[src/rtl/wb_pio_ctrl.sv]
// Wishbone front-end for NUM_PIO PIO cores: registered request FSM, program-load
// index counters, timed per-core soft reset and a sticky maskable IRQ aggregator.
//
// state    | meaning
// ST_IDLE  | waiting for an address hit; latches adr/dat/sel/we on hit
// ST_ISSUE | drives the action to the selected core, captures read data
// ST_ACK   | one-cycle acknowledge; index, soft-reset and local-reg writes commit
module wb_pio_ctrl #(
  parameter int          NUM_PIO    = 2,
  parameter logic [15:0] BASE_ADDR  = 16'h3000,
  parameter int          IDX_W      = 5,
  parameter int          RST_CYCLES = 4
) (
  input  logic                     wb_clk_i,
  input  logic                     wb_rst_i,
  input  logic                     wbs_stb_i,
  input  logic                     wbs_cyc_i,
  input  logic                     wbs_we_i,
  input  logic [3:0]               wbs_sel_i,
  input  logic [31:0]              wbs_adr_i,
  input  logic [31:0]              wbs_dat_i,
  output logic                     wbs_ack_o,
  output logic [31:0]              wbs_dat_o,
  output logic [NUM_PIO-1:0]       pio_rst_o,
  output logic [4*NUM_PIO-1:0]     pio_action_o,
  output logic [1:0]               pio_mindex_o,
  output logic [IDX_W*NUM_PIO-1:0] pio_index_o,
  output logic [31:0]              pio_din_o,
  input  logic [32*NUM_PIO-1:0]    pio_dout_i,
  input  logic [2*NUM_PIO-1:0]     pio_irq_i,
  output logic                     irq_o
);

  localparam int CNT_W = $clog2(RST_CYCLES + 1);
  localparam int IRQ_W = 2 * NUM_PIO;
  localparam logic [31:0] ID_VAL = {8'h01, 8'(NUM_PIO), 8'(IDX_W), 8'h00};

  typedef enum logic [1:0] {ST_IDLE, ST_ISSUE, ST_ACK} state_t;
  state_t state_q, state_d;

  logic [11:2]      adr_q;
  logic [31:0]      dat_q;
  logic [3:0]       sel_q;
  logic             we_q;
  logic [31:0]      rd_q;
  logic             hit_ok_q;
  logic [IDX_W-1:0] idx_q [NUM_PIO];
  logic [CNT_W-1:0] cnt_q [NUM_PIO];
  logic [IRQ_W-1:0] status_q, enable_q;
  logic             irq_q;

  logic             hit, is_local, core_ok, wr_ack, local_wr, soft_go, inc_go;
  logic [1:0]       core_sel;
  logic [3:0]       act;
  logic [31:0]      din_m, core_dout, local_rd;
  logic [NUM_PIO-1:0] core_hot, core_busy;
  logic [IRQ_W-1:0] w1c;
  logic             unused_adr;

  assign unused_adr = ^{wbs_adr_i[15:12], wbs_adr_i[1:0]};
  assign hit      = wbs_cyc_i & wbs_stb_i & (wbs_adr_i[31:16] == BASE_ADDR);
  assign is_local = adr_q[11];
  assign core_sel = adr_q[9:8];
  assign act      = adr_q[5:2];

  always_comb begin
    for (int n = 0; n < 4; n++)
      din_m[8*n +: 8] = sel_q[n] ? dat_q[8*n +: 8] : 8'h00;
  end

  // core_hot is all-zero for a core select beyond NUM_PIO, so such accesses do nothing
  always_comb begin
    core_dout = 32'h0;
    for (int k = 0; k < NUM_PIO; k++) begin
      core_hot[k]  = (core_sel == 2'(k));
      core_busy[k] = (cnt_q[k] != '0);
      if (core_hot[k]) core_dout = pio_dout_i[32*k +: 32];
    end
  end

  assign core_ok = !is_local && |(core_hot & ~core_busy);

  always_comb begin
    local_rd = 32'h0;
    if (adr_q[10:4] == '0) begin
      case (adr_q[3:2])
        2'd0:    local_rd = 32'(status_q);
        2'd1:    local_rd = 32'(enable_q);
        2'd2:    local_rd = ID_VAL;
        default: local_rd = 32'h0;
      endcase
    end
  end

  assign wr_ack   = (state_q == ST_ACK) && we_q;
  assign local_wr = wr_ack && is_local && (adr_q[10:4] == '0);
  assign w1c      = (local_wr && adr_q[3:2] == 2'd0) ? din_m[IRQ_W-1:0] : '0;
  assign soft_go  = wr_ack && hit_ok_q && (act == 4'd0) && din_m[31];
  assign inc_go   = wr_ack && hit_ok_q && (act == 4'd1);

  always_comb begin
    state_d      = state_q;
    pio_action_o = '0;
    case (state_q)
      ST_IDLE:  if (hit) state_d = ST_ISSUE;
      ST_ISSUE: begin
        state_d = ST_ACK;
        for (int k = 0; k < NUM_PIO; k++)
          if (core_ok && core_hot[k]) pio_action_o[4*k +: 4] = act;
      end
      ST_ACK:   state_d = ST_IDLE;
      default:  state_d = ST_IDLE;
    endcase
  end

  always_ff @(posedge wb_clk_i) begin
    if (wb_rst_i) begin
      state_q  <= ST_IDLE;
      adr_q    <= '0;
      dat_q    <= '0;
      sel_q    <= '0;
      we_q     <= 1'b0;
      rd_q     <= '0;
      hit_ok_q <= 1'b0;
      status_q <= '0;
      enable_q <= '0;
      irq_q    <= 1'b0;
      for (int k = 0; k < NUM_PIO; k++) begin
        idx_q[k] <= '0;
        cnt_q[k] <= '0;
      end
    end else begin
      state_q <= state_d;
      if (state_q == ST_IDLE && hit) begin
        adr_q <= wbs_adr_i[11:2];
        dat_q <= wbs_dat_i;
        sel_q <= wbs_sel_i;
        we_q  <= wbs_we_i;
      end
      if (state_q == ST_ISSUE) begin
        rd_q     <= is_local ? local_rd : (core_ok ? core_dout : 32'h0);
        hit_ok_q <= core_ok;
      end
      // a new irq in the same cycle as its W1C keeps the bit set
      status_q <= (status_q & ~w1c) | pio_irq_i;
      if (local_wr && adr_q[3:2] == 2'd1) enable_q <= din_m[IRQ_W-1:0];
      irq_q <= |(status_q & enable_q);
      for (int k = 0; k < NUM_PIO; k++) begin
        if (soft_go && core_hot[k]) begin
          cnt_q[k] <= CNT_W'(RST_CYCLES);
          idx_q[k] <= '0;
        end else begin
          if (cnt_q[k] != '0) cnt_q[k] <= cnt_q[k] - CNT_W'(1);
          if (inc_go && core_hot[k])
            idx_q[k] <= idx_q[k] + IDX_W'(din_m[19:16]) + IDX_W'(1);
        end
      end
    end
  end

  always_comb begin
    for (int k = 0; k < NUM_PIO; k++) begin
      pio_rst_o[k]                 = wb_rst_i | core_busy[k];
      pio_index_o[IDX_W*k +: IDX_W] = idx_q[k];
    end
  end

  assign pio_mindex_o = adr_q[7:6];
  assign pio_din_o    = din_m;
  assign wbs_ack_o    = (state_q == ST_ACK);
  assign wbs_dat_o    = (state_q == ST_ACK) ? rd_q : 32'h0;
  assign irq_o        = irq_q;

endmodule

[config.mk]
export PLATFORM = sky130hd
export DESIGN_NAME = wb_pio_ctrl
export DESIGN_NICKNAME = d
export VERILOG_FILES = /design/src/rtl/wb_pio_ctrl.sv
export SDC_FILE = /design/constraint.sdc
export NUM_CORES = 1
export LEC_CHECK = 0
export CORE_ASPECT_RATIO = 0.9
export CORE_MARGIN = 2
export CORE_UTILIZATION = 39
export DETAILED_ROUTE_END_ITERATION = 6
export PLACE_DENSITY = 0.75
export SLEW_MARGIN = 0
export SYNTH_ARGS = -nofsm -noshare
export SYNTH_HDL_FRONTEND = slang
export SYNTH_SLANG_ARGS = --single-unit
[constraint.sdc]
create_clock -name wb_clk_i -period 1.75 [get_ports wb_clk_i]
set_input_delay 0.2625 -clock wb_clk_i [delete_from_list [all_inputs] [get_ports wb_clk_i]]
set_output_delay 0.2625 -clock wb_clk_i [all_outputs]
set_load 0.03 [all_outputs]
==> flow_summary.toml, run 1 <==
[detailed_routing]
ant_nets = 0
drc = 0
via_per_inst = 5.24
routedWlPerCell_um = 16.7
dr.pass1.iters = 4
num_vias = 5454
drt_iter0_drc = 314
wl_mm = 17.4

[grt]
grt-ovfl-total = 0
antenna_found_initial = 0
grt_pass1_wl_mm = 27.0
grt_max_degree = 49
grt_pass1_vias = 5539
track_usage = 0.226

[run]
max-cap-violations = 0

[power]
netSwitchingFraction = 0.263
p_comb_frac = 0.257
switching_power_w = 0.00165
p_leak_nw = 3.48
power_frac_seq = 0.426
peakVddDrop_uv = 528
p_per_area_mw_per_mm2 = 715
p_int_w = 0.00463
clkPwrFrac = 0.317

[cts]
path_clk_slew_ns = 0.07
cts_buffers = 9
cts_buffer_depth = 2
cts_max_level = 3
cts_sinks = 107
holdBufCountCts = 0
cts_tree = "yes"
cts-root-buf = "clkbuf_16"
clock_latency_ns = 0.36

[logic_synthesis]
synth.net_count = 775
yosysSeqAreaShare = 0.426
ys_types = 53
syn_avg_cell_area_um2 = 8.72
synthFlopType = "dfxtp_1"
netlist_instances = 620
yosys_warnings = 0
synth_area_mm2 = 0.00540
synth_edf_count = 16
synthArstFlopShare = 0
ys_seq_elements = 107

[sta]
hold_violations = 0
relSlewSlack = 0.667
fin_worst_skew_ns = 0.00508
rsz0062_at_grt = "yes"
final.setup.worst_slack_ns = -0.355
hold_slack_ns = 0.347
period_minus_slack_ns = 2.10
fin_tns_setup_ns = -13.92
setup_viol = 76
fmax_ghz = 0.475
slew_violations = 0
post-route-period-util = 1.20
worst_pin_slew_ns = 0.500

[hold_path]
worstHoldStart = "wb_rst_i"
hold_class = "in -> reg"
worstHoldPathCells = 3
hold_end = "state_q[1]"

[setup_path]
arrival_ns = 1.84
worstSetupPathType = "reg -> out"
crit_path_end_kind = "output port"
cp_max_fo = 3
r2r_end = "rd_q[7]"
reg2reg_depth = 9
r2r_start = "cnt_q[0][0]"
ff2ff_setup_slack_ns = -0.28
required_ns = 1.49
start_kind = "flop"

[cells_and_area]
syn_to_final_growth_pct = 62.6
finish.instance_area_mm2 = 0.00879
n_antenna_cell = 0
final_util = 0.653
mostFrequentLayoutCells = "139 x clkdlybuf4s50_1, 87 x dfxtp_1, 75 x buf_4"
drive_gt1_frac = 0.237
mostFrequentLayoutCell = "clkdlybuf4s50_1"
nNetsFinal = 1022

[floorplan]
die_y_um = 116
fp.coreArea_mm2 = 0.0135
die_area_mm2 = 0.0148
boundaryPins = 229
die_x_um = 128
num_rows = 40
start_util = 0.401

[placement]
dpl.hpwl_mm = 12.6
port-buffer-count = 222
routabilityCongestion = 0.866
placed_area_mm2 = 0.00805

[outcome]
violations = "setup timing"
outcome = "finished with violations"
[flip-flops by register name, summed over array words and instances, names as in the netlist]
signal and count:
dat_q 32, rd_q 32, adr_q 10, idx_q 10, cnt_q 6, enable_q 4, sel_q 4, status_q 4
state_q 2, hit_ok_q 1, irq_o 1, we_q 1
[cell usage after synthesis, drive strengths merged, types with 6 or more instances]
| cell | number | area, um2 |
|---|---|---|
| dfxtp | 91 | 1820 |
| o21ai | 77 | 389 |
| and2 | 74 | 463 |
| a21oi | 56 | 280 |
| nand3 | 53 | 265 |
| nand2 | 40 | 153 |
| mux2i | 28 | 280 |
| clkbuf | 27 | 103 |
| buf | 20 | 123 |
| inv | 20 | 75.1 |
| nor2 | 19 | 71.3 |
| edfxtp | 16 | 480 |
| ha | 12 | 150 |
| nor3 | 10 | 50.1 |
| nor2b | 8 | 50.1 |
| a221o | 7 | 70.1 |
| mux2 | 7 | 78.8 |
| nor3b | 6 | 50.1 |
| nor4 | 6 | 43.8 |
[cells by family after synthesis]
group           count (synthesis)  share of synthesized area
xor+xnor                        4                    0.00648
buf+inv                        67                     0.0556
mux                            35                     0.0665
fa+ha+maj                      14                     0.0352
simple gates                  234                      0.243
flops                         107                      0.426
compound gates                159                      0.167
[stage by stage]
stage          setup WS [ns]  instances  power [W]
2_1_floorplan         -0.160        620    0.00319
3_3_place_gp          -0.143       1003    0.00375
3_5_place_dp          -0.233       1003    0.00381
4_1_cts               -0.318       1033    0.00612
5_1_grt               -0.453       1040    0.00652
6_report              -0.355       1040    0.00628
[layout make-up]
class	count	area (um2)
inverters	20	75.1
flip-flops and latches	107	2310
fillers	1107	4680
multi-input cells	446	3100
clock buffers	12	256
well taps	168	210
repair buffers	283	2800
clock inverters	4	32.5
[how the worst max path moves through the flow]
stage	startpoint	endpoint	slack (ns)	cells past startpoint
CTS	cnt_q[1][0]	pio_action_o[5]	-0.32	7
floorplan	idx_q[0][0]	idx_q[0][4]	-0.16	8
global route	cnt_q[1][0]	pio_action_o[7]	-0.45	7
finish	cnt_q[1][0]	pio_action_o[7]	-0.35	7
global placement	wbs_adr_i[17]	adr_q[11]	-0.14	7
detailed placement	wbs_adr_i[17]	dat_q[21]	-0.23	7
[metal layers]
| layer | part of all wire | global-route usage | wire length, um |
|---|---|---|---|
| met1 | 0.41 | 0.269 | 7100 |
| met2 | 0.50 | 0.396 | 8750 |
| met3 | 0.065 | 0.0572 | 1120 |
| met4 | 0.022 | 0.0850 | 379 |
| met5 | 0 | 0 | 0 |
[critical path, cell delays in order (launching register included)]
cell	delay (ns)
edfxtp_1	0.43
inv_2	0.10
ha_4	0.14
nor2b_4	0.20
nand2_4	0.08
nor3_4	0.20
and2_2	0.22
buf_12	0.12
[power groups by stage]
stage | combinational [W] | clock (W) | sequential, W
global placement | 0.00104 | 0 | 0.00270
finish | 0.00161 | 0.00199 | 0.00268
detailed placement | 0.00109 | 0 | 0.00271
floorplan | 0.000467 | 0 | 0.00272
CTS | 0.00142 | 0.00202 | 0.00267
global route | 0.00172 | 0.00211 | 0.00269
[timing repair]
item | CTS | global route
endpoints found under the hold margin | 0 | 0
cloned | 2 | 1
pin swaps | 7 | 4
resized for setup | 83 | 52
setup endpoints to repair | 114 | 101
setup buffers | 12 | 6
Note: power is estimated with default switching activity, not from simulation.
==> run 2: changes to the inputs <==
- CORE_ASPECT_RATIO: 0.9 -> 0.75
==> run 2 against run 1 <==
Largest power group unchanged; final cell count is 1.7% higher; fmax is 5.2% higher; power shrank 0.13%; sequential power about the same; the run still ends with setup timing left; sequential share of layout area shrank 0.65 points; hold slack got worse by 0.13 ns; routed wire length grew 4.4%.
==> flow_summary.toml, run 2 (same netlist as run 1, synthesis figures left out) <==
[placement]
dpl.hpwl_mm = 12.6
routabilityCongestion = 0.806
dp_slack_ns = -0.209
port-buffer-count = 222

[setup_path]
start_kind = "flop"
crit_path_end_kind = "output port"
r2r_start = "cnt_q[0][0]"
cp_max_fo = 3
ff2ff_setup_slack_ns = -0.25
r2r_end = "rd_q[29]"
worstSetupPathType = "reg -> out"
reg2reg_depth = 8
required_ns = 1.49
arrival_ns = 1.74

[power]
power_frac_seq = 0.424
p_int_w = 0.00464
netSwitchingFraction = 0.261
peakVddDrop_uv = 556
p_comb_frac = 0.251
switching_power_w = 0.00164
p_leak_nw = 3.58
p_per_area_mw_per_mm2 = 694
clkPwrFrac = 0.325

[floorplan]
fp.coreArea_mm2 = 0.0136
die_area_mm2 = 0.0148
die_y_um = 106
num_rows = 37
boundaryPins = 229
die_x_um = 140
start_util = 0.397

[cts]
path_clk_slew_ns = 0.07
clock_latency_ns = 0.35
cts-root-buf = "clkbuf_16"
cts_buffer_depth = 2
cts_buffers = 9
cts_max_level = 3
cts_tree = "yes"
cts_sinks = 107

[sta]
hold_slack_ns = 0.218
fmax_ghz = 0.500
worst_pin_slew_ns = 0.435
fin_worst_skew_ns = 0.00495
relSlewSlack = 0.710
final.setup.worst_slack_ns = -0.252
period_minus_slack_ns = 2.00
hold_violations = 0
setup_viol = 69
post-route-period-util = 1.14
slew_violations = 0
rsz0062_at_grt = "yes"

[detailed_routing]
drc = 0
dr.pass1.iters = 5
ant_nets = 0
num_vias = 5583
wl_mm = 18.1
drt_iter0_drc = 385
routedWlPerCell_um = 17.1
via_per_inst = 5.28

[hold_path]
worstHoldPathCells = 2
hold_class = "in -> reg"
hold_end = "hit_ok_q"
worstHoldStart = "wb_rst_i"

[grt]
grt_max_degree = 49
grt_pass1_wl_mm = 27.5
antenna_found_initial = 0
track_usage = 0.231
grt-ovfl-total = 0
grt_pass1_vias = 5489

[cells_and_area]
reg_top3 = "dat_q (32), rd_q (32)"
mostFrequentLayoutCells = "142 x clkdlybuf4s50_1, 85 x dfxtp_1, 61 x buf_4"
syn_to_final_growth_pct = 67.3
mostFrequentLayoutCell = "clkdlybuf4s50_1"
n_antenna_cell = 0
drive_gt1_frac = 0.277
nNetsFinal = 1034

[outcome]
outcome = "finished with violations"
violations = "setup timing"

[run]
max-cap-violations = 0
==> run 2: timing repair <==
action                     4_1_cts  5_1_grt
resized for setup              141       62
gates cloned                     5        2
hold buffers                     0        0
setup buffers                   10       16
setup endpoints to repair      115      134
pin swaps                       31       28
==> run 2: per-layer routing <==
| metal | GRT usage | up-vias | routed length [um] |
|---|---|---|---|
| met5 | 0 | - | 0 |
| met4 | 0.0686 | 0 | 414 |
| met3 | 0.0739 | 35 | 1280 |
| met2 | 0.399 | 219 | 8950 |
| met1 | 0.275 | 2626 | 7460 |
| li1 | - | 2703 | - |
==> run 2: worst max-delay path by stage <==
stage / from / end / slack (ns) / cells past startpoint
floorplan: idx_q[0][0] / idx_q[0][4] / -0.16 / 8
global placement: wbs_adr_i[17] / sel_q[2] / -0.14 / 7
detailed placement: cnt_q[0][0] / rd_q[1] / -0.21 / 6
CTS: cnt_q[0][0] / pio_action_o[3] / -0.24 / 7
global route: cnt_q[0][0] / rd_q[29] / -0.33 / 8
finish: cnt_q[0][0] / pio_action_o[0] / -0.25 / 7
==> run 2: layout make-up <==
type	count	area, um2
well taps	175	219
fillers	1029	4570
clock inverters	5	62.6
inverters	20	75.1
repair buffers	295	2970
clock buffers	10	229
flip-flops and latches	107	2310
multi-input cells	446	3170
==> run 2: power groups by stage <==
stage | logic, W | registers, W | clock network (W)
finish | 0.00157 | 0.00266 | 0.00204
global route | 0.00167 | 0.00267 | 0.00217
CTS | 0.00138 | 0.00266 | 0.00207
detailed placement | 0.00114 | 0.00271 | 0
global placement | 0.00109 | 0.00270 | 0
floorplan | 0.000467 | 0.00272 | 0
==> run 2: stage by stage <==
step                      total power, W  setup TNS [ns]   util  instance area [um2]  std cells
after floorplan                  0.00319          -0.412      -                 5460        620
after global placement           0.00379           -7.81  0.592                 8050       1015
after detailed placement         0.00385          -10.87  0.592                 8050       1015
after CTS                        0.00612           -6.32  0.647                 8810       1044
after global routing             0.00652          -14.22  0.664                 9040       1058
final                            0.00627           -9.06  0.664                 9040       1058
==> run 2: critical path: stages, from the launching register on <==
cell	delay [ns]
edfxtp_1	0.41
inv_2	0.11
ha_4	0.14
nor2b_4	0.16
nand2_2	0.08
buf_4	0.15
nor4_4	0.19
buf_12	0.16
